`src/rtl/rx_eyeq_seq_ctrl.sv`:
```
// RX eye-equalisation sequencer: walks the startup EQ phases for the latched link mode
// via a 4-way req/done handshake, then optionally loops background EQ.
module rx_eyeq_seq_ctrl #(
    parameter int unsigned EYEQMODE_W = 4,
    parameter int unsigned TIMEOUT_W  = 16
) (
    input  logic                  clk,
    input  logic                  rst,
    input  logic                  start,
    input  logic                  link_mode,
    input  logic                  bg_en,
    input  logic [1:0]            rxpdwn,
    input  logic [TIMEOUT_W-1:0]  timeout_cyc,
    input  logic                  rxeyeqdone,
    output logic                  rxeyeqreq,
    output logic [EYEQMODE_W-1:0] rxeyeqmode,
    output logic                  busy,
    output logic                  startup_done,
    output logic                  err_timeout,
    output logic                  err_proto
);

    typedef enum logic [2:0] {
        StIdle,
        StReq,
        StWaitLow,
        StGap,
        StAbort
    } state_e;

    // Phase index 2 denotes the background EQ mode.
    function automatic logic [EYEQMODE_W-1:0] phase_mode(input logic nrz, input logic [1:0] ph);
        logic [3:0] m;
        m = 4'h0;
        case (ph)
            2'd0:    m = nrz ? 4'b0100 : 4'b0001;
            2'd1:    m = nrz ? 4'b0101 : 4'b0010;
            default: m = nrz ? 4'b1100 : 4'b1010;
        endcase
        return EYEQMODE_W'(m);
    endfunction

    state_e                state_q, state_d;
    logic [EYEQMODE_W-1:0] mode_q, mode_d;
    logic [1:0]            phase_q, phase_d;
    logic [TIMEOUT_W-1:0]  cnt_q, cnt_d;
    logic                  link_q, link_d;
    logic                  done_prev_q;
    logic                  req_q, req_d;
    logic                  busy_q, busy_d;
    logic                  startup_done_q, startup_done_d;
    logic                  err_timeout_q, err_timeout_d;
    logic                  err_proto_q, err_proto_d;

    logic pdwn;
    logic done_rise;
    logic timeout_hit;

    assign pdwn        = (rxpdwn != 2'b00);
    assign done_rise   = rxeyeqdone & ~done_prev_q;
    // The entry cycle counts as cycle 1, so expiry lands exactly timeout_cyc cycles after entry.
    assign timeout_hit = (timeout_cyc != '0) && (cnt_q == timeout_cyc);

    always_comb begin
        state_d        = state_q;
        mode_d         = mode_q;
        phase_d        = phase_q;
        link_d         = link_q;
        startup_done_d = startup_done_q;
        err_timeout_d  = err_timeout_q;
        err_proto_d    = err_proto_q;
        cnt_d          = (cnt_q == '1) ? cnt_q : cnt_q + TIMEOUT_W'(1);

        unique case (state_q)
            StIdle: begin
                if (done_rise) begin
                    err_proto_d = 1'b1;
                end
                if (start && !pdwn) begin
                    link_d         = link_mode;
                    err_timeout_d  = 1'b0;
                    startup_done_d = 1'b0;
                    if (rxeyeqdone) begin
                        err_proto_d = 1'b1;
                        state_d     = StAbort;
                    end else begin
                        err_proto_d = 1'b0;
                        phase_d     = 2'd0;
                        mode_d      = phase_mode(link_mode, 2'd0);
                        state_d     = StReq;
                    end
                end
            end
            StReq, StWaitLow: begin
                if (pdwn) begin
                    startup_done_d = 1'b0;
                    state_d        = StAbort;
                end else if (timeout_hit) begin
                    err_timeout_d = 1'b1;
                    state_d       = StAbort;
                end else if (state_q == StReq && rxeyeqdone) begin
                    state_d = StWaitLow;
                end else if (state_q == StWaitLow && !rxeyeqdone) begin
                    state_d = StGap;
                end
            end
            StGap: begin
                if (pdwn) begin
                    startup_done_d = 1'b0;
                    state_d        = StAbort;
                end else begin
                    if (done_rise) begin
                        err_proto_d = 1'b1;
                    end
                    if (phase_q == 2'd1) begin
                        startup_done_d = 1'b1;
                    end
                    if (phase_q == 2'd0) begin
                        phase_d = 2'd1;
                        mode_d  = phase_mode(link_q, 2'd1);
                        state_d = StReq;
                    end else if (bg_en) begin
                        phase_d = 2'd2;
                        mode_d  = phase_mode(link_q, 2'd2);
                        state_d = StReq;
                    end else begin
                        state_d = StIdle;
                    end
                end
            end
            StAbort: begin
                if (pdwn) begin
                    startup_done_d = 1'b0;
                end
                if (timeout_hit) begin
                    err_timeout_d = 1'b1;
                    state_d       = StIdle;
                end else if (!rxeyeqdone) begin
                    state_d = StIdle;
                end
            end
            default: state_d = StIdle;
        endcase

        if (state_d != state_q) begin
            cnt_d = TIMEOUT_W'(1);
        end

        req_d  = (state_d == StReq);
        busy_d = (state_d != StIdle);
    end

    always_ff @(posedge clk or posedge rst) begin
        if (rst) begin
            state_q        <= StIdle;
            mode_q         <= '0;
            phase_q        <= 2'd0;
            cnt_q          <= '0;
            link_q         <= 1'b0;
            done_prev_q    <= 1'b0;
            req_q          <= 1'b0;
            busy_q         <= 1'b0;
            startup_done_q <= 1'b0;
            err_timeout_q  <= 1'b0;
            err_proto_q    <= 1'b0;
        end else begin
            state_q        <= state_d;
            mode_q         <= mode_d;
            phase_q        <= phase_d;
            cnt_q          <= cnt_d;
            link_q         <= link_d;
            done_prev_q    <= rxeyeqdone;
            req_q          <= req_d;
            busy_q         <= busy_d;
            startup_done_q <= startup_done_d;
            err_timeout_q  <= err_timeout_d;
            err_proto_q    <= err_proto_d;
        end
    end

    assign rxeyeqreq    = req_q;
    assign rxeyeqmode   = mode_q;
    assign busy         = busy_q;
    assign startup_done = startup_done_q;
    assign err_timeout  = err_timeout_q;
    assign err_proto    = err_proto_q;

endmodule

```
`config.mk`:
```
export PLATFORM = sky130hd
export DESIGN_NAME = rx_eyeq_seq_ctrl
export DESIGN_NICKNAME = d
export VERILOG_FILES = /design/src/rtl/rx_eyeq_seq_ctrl.sv
export SDC_FILE = /design/constraint.sdc
export NUM_CORES = 1
export LEC_CHECK = 0
export BUFFER_PORTS_ARGS = -buffer_cell sky130_fd_sc_hd__buf_2
export CORE_MARGIN = 2
export CORE_UTILIZATION = 50
export CTS_BUF_LIST = sky130_fd_sc_hd__clkbuf_16
export CTS_CLUSTER_DIAMETER = 100
export CTS_CLUSTER_SIZE = 40
export DETAILED_ROUTE_END_ITERATION = 8
export PLACE_DENSITY = 0.71
export SLEW_MARGIN = 15
export SYNTH_ARGS = -nofsm -noshare
export SYNTH_HDL_FRONTEND = slang
export SYNTH_SLANG_ARGS = --single-unit
```
`constraint.sdc`:
```
create_clock -name clk -period 2.6 [get_ports clk]
set_clock_uncertainty 0.2 [all_clocks]
set_input_delay 0.26 -clock clk [delete_from_list [all_inputs] [get_ports clk]]
set_output_delay 0.26 -clock clk [all_outputs]
set_load 0.03 [all_outputs]
```
==> metrics.txt <==
Setup TNS 0 ns; crit-path cells dlygate4sd3_1 -> buf_2 -> or4_4 -> o221a_4 -> o21ai_4 -> xor2_4 -> buf_12 -> o32ai_1; first-pass GRT wire length 8940 um; critical register-to-register path startpoint cnt_q[0]; CP Class in -> reg; max-slew violation count 0; Slew HR 0.715; setup ws final 0.0976 ns; antenna cells 0; ratio of cells with drive above 1 in the final layout 0.234; final setup vio count 0; DP Worst Slack 0.215 ns; pwr dens 565 nW/um2; # H-tree levels 2; final wirelength 5390 um; total design power 1.53 mW; WL per Instance 15.8 um; cells after synthesis 245; post-synthesis simple-gate area fraction 0.284; Worst-Margin Slew 0.426 ns; Fmax 400 MHz; register area share after synthesis 0.344; final net count 314; outcome completed; max cap viols 0; Clock Sinks 31; Synth Flop Type dfrtp_1; Finished Layout Cells 342; Seq pwr share 0.396; Sw Pwr 481 uW; number of global-route vias before repair 1890; Cell variety after synth 51; Logic pwr share 0.252; Tcrit/Tclk final 0.962; Final Hold Fails 0; Pleak 1.11 nW; RSZ-0062 raised after global routing false; Clock transition at path regs 0.05 ns; Crit. End Element register; Switching Fraction 0.316; CP Launch Point rxeyeqdone; CTS Buf Count 5; routability cong. 0.910; Area growth syn-to-layout 19.6%; Post-Synth XOR/XNOR Area 0.124; Synth Area per Inst 9.21 um2; number of iterations in the first detailed-routing pass 4; routed via count 2059; Worst Setup Start Kind input pin; worst min path class in -> reg; clk root buf clkbuf_16; total overflow reported by the global router 0; Final ANT Viol Nets 0; via/cell ratio 6.02; Clk pwr share 0.353; Required @ worst endpoint 2.57 ns; Critical Path Max Stage Delay 0.57 ns; Starting Density 0.518; post-synthesis compound-gate area fraction 0.157; Yosys reg bits 31; # fillers 366; worst r2r path cells 8; largest net degree at the start of global routing 32; Synth warnings 0; DR iter-0 viols 132; Crit-path slowest cell or4_4; core box area 4350 um2; largest family of logic cells by synthesized area simple AND/OR/NAND/NOR gates; DRC Markers 0; Longest Clk Path Bufs 2; I/O pins 33; Inst Count DP 332; syn_nets 270; Post-Synth Adder-Cell Area 0.00554; Post-synth EDFFs 0; Crit path arrival time 2.47 ns; Int Power 1.04 mW; mux cell area share after synthesis 0.0360; TritonCTS clock tree yes; overall fraction of global-route tracks in use 0.224; R2R setup slack 0.20 ns; crit-path max FO 16; Synth Cell Area 2260 um2; initial antenna violation count 0; worst path bufs/invs 3; Die Y 71.2 um; crit path capture cnt_q[15]; Post-DP HPWL 4090 um; Die Wd 71.2 um; minimum clock period 2.50 ns; worst skew pair latency 0.27 ns; Levels on crit path 8; Worst R2R End cnt_q[15]; Crit path max-delay family buffers and inverters; num rows 24; full die area 5070 um2; maximum VDD drop 423 uV; Buffers on Ports 32; post-synthesis async set-or-reset flop share 1.00
## stage by stage
stage / area, um2 / utilization / hold slack [ns]
detailed placement: 2540 / 0.583 / 0.165
global placement: 2540 / 0.583 / 0.158
floorplan: 2260 / - / 0.0914
finish: 2700 / 0.620 / 0.00443
global route: 2700 / 0.620 / 0.0582
CTS: 2690 / 0.619 / 0.00101
## power groups by stage
stage / registers (mW) / clock network (mW) / logic (mW)
after floorplan: 0.617 / 0 / 0.245
after global placement: 0.607 / 0 / 0.377
after detailed placement: 0.609 / 0 / 0.379
after CTS: 0.601 / 0.548 / 0.384
after global routing: 0.610 / 0.560 / 0.422
final: 0.604 / 0.538 / 0.384
## state kept, by name, indices dropped and copies added, names as in the netlist
signal	flops
rxeyeqreq	1
state_q	3
startup_done	1
busy	1
done_prev_q	1
rxeyeqmode	4
err_proto	1
link_q	1
phase_q	1
cnt_q	16
err_timeout	1
## Yosys cell counts, drive strengths merged (7+ instances only)
master  instances  area, um2
buf            10       73.8
dfrtp          31        776
mux2i           7       70.1
nand2          18       67.6
nand3          14       70.1
nand4          16        106
nor2           17       63.8
nor4           11        111
o21ai           9       56.3
o31ai           9       67.6
or3            11       68.8
xnor2          24        218
## cells in the final DEF, fill, tap and decap left out, drive strengths merged, types with 2 or more instances in the layout
| master | Yosys | layout |
|---|---|---|
| o32ai | 5 | 5 |
| nor4 | 11 | 11 |
| o21ai | 9 | 9 |
| nand3 | 14 | 14 |
| mux2i | 7 | 7 |
| inv | 5 | 6 |
| a22o | 3 | 3 |
| or3 | 11 | 11 |
| nand2 | 18 | 18 |
| nand4 | 16 | 16 |
| or4 | 3 | 3 |
| o211ai | 3 | 3 |
| xor2 | 5 | 5 |
| nand2b | 6 | 6 |
| a31oi | 2 | 2 |
| a21oi | 3 | 3 |
| dlygate4sd3 | 0 | 2 |
| nor4b | 2 | 2 |
| or2 | 2 | 2 |
| clkbuf | 5 | 5 |
| buf | 10 | 50 |
| o21a | 3 | 3 |
| nor3 | 6 | 6 |
| xnor2 | 24 | 24 |
| o31ai | 9 | 9 |
| nor2 | 17 | 17 |
| clkinv | 0 | 2 |
| dfrtp | 31 | 31 |
## tightest hold or removal path, cell delays in order
cell	delay [ns]
buf_2	0.10
nand2_1	0.04
nand2_1	0.05
## timing repair
item                                    in CTS  in global routing
resized for setup                            0                  1
hold buffers                                 2                  0
setup buffers                                0                  0
endpoints found under the hold margin       32                  0
endpoints found under the setup margin       0                  1
## how the worst min path moves through the flow
stage | to | slack, ns | depth (start not counted) | startpoint
5_1_grt | link_q | 0.06 | 3 | link_mode
3_3_place_gp | rxeyeqreq | 0.16 | 3 | rst
4_1_cts | link_q | 0.001 | 3 | link_mode
3_5_place_dp | rxeyeqreq | 0.17 | 3 | rst
6_report | link_q | 0.004 | 3 | link_mode
2_1_floorplan | done_prev_q | 0.09 | 0 | rxeyeqdone
## area by class of cell
cell class                 count  area, um2  area share
timing repair buffer          52        328       0.121
sequential                    31        776       0.287
multi-input combinational    194       1380       0.510
inverter                       5       18.8     0.00695
tap                           52       65.1      0.0241
clock buffer                   5        125      0.0463
clock inverter                 3       11.3     0.00417
## metal layers
metal  track usage  share of wire  vias up
li1              -              -     1003
met1         0.292           0.44      972
met2         0.369           0.49       70
met3        0.0342          0.048       14
met4        0.0964          0.025        0
met5             0              0        -
## cell families (layout without fill, tap and decap cells)
family / after synthesis / in the layout
buffers and inverters: 20 / 65
XOR/XNOR: 29 / 29
flip-flops: 31 / 31
adder cells (fa/ha/maj): 1 / 1
multiplexers: 8 / 8
AND/OR/NAND/NOR: 110 / 110
AO/OA/AOI/OAI: 46 / 46
(Power assumes the default switching activity.)
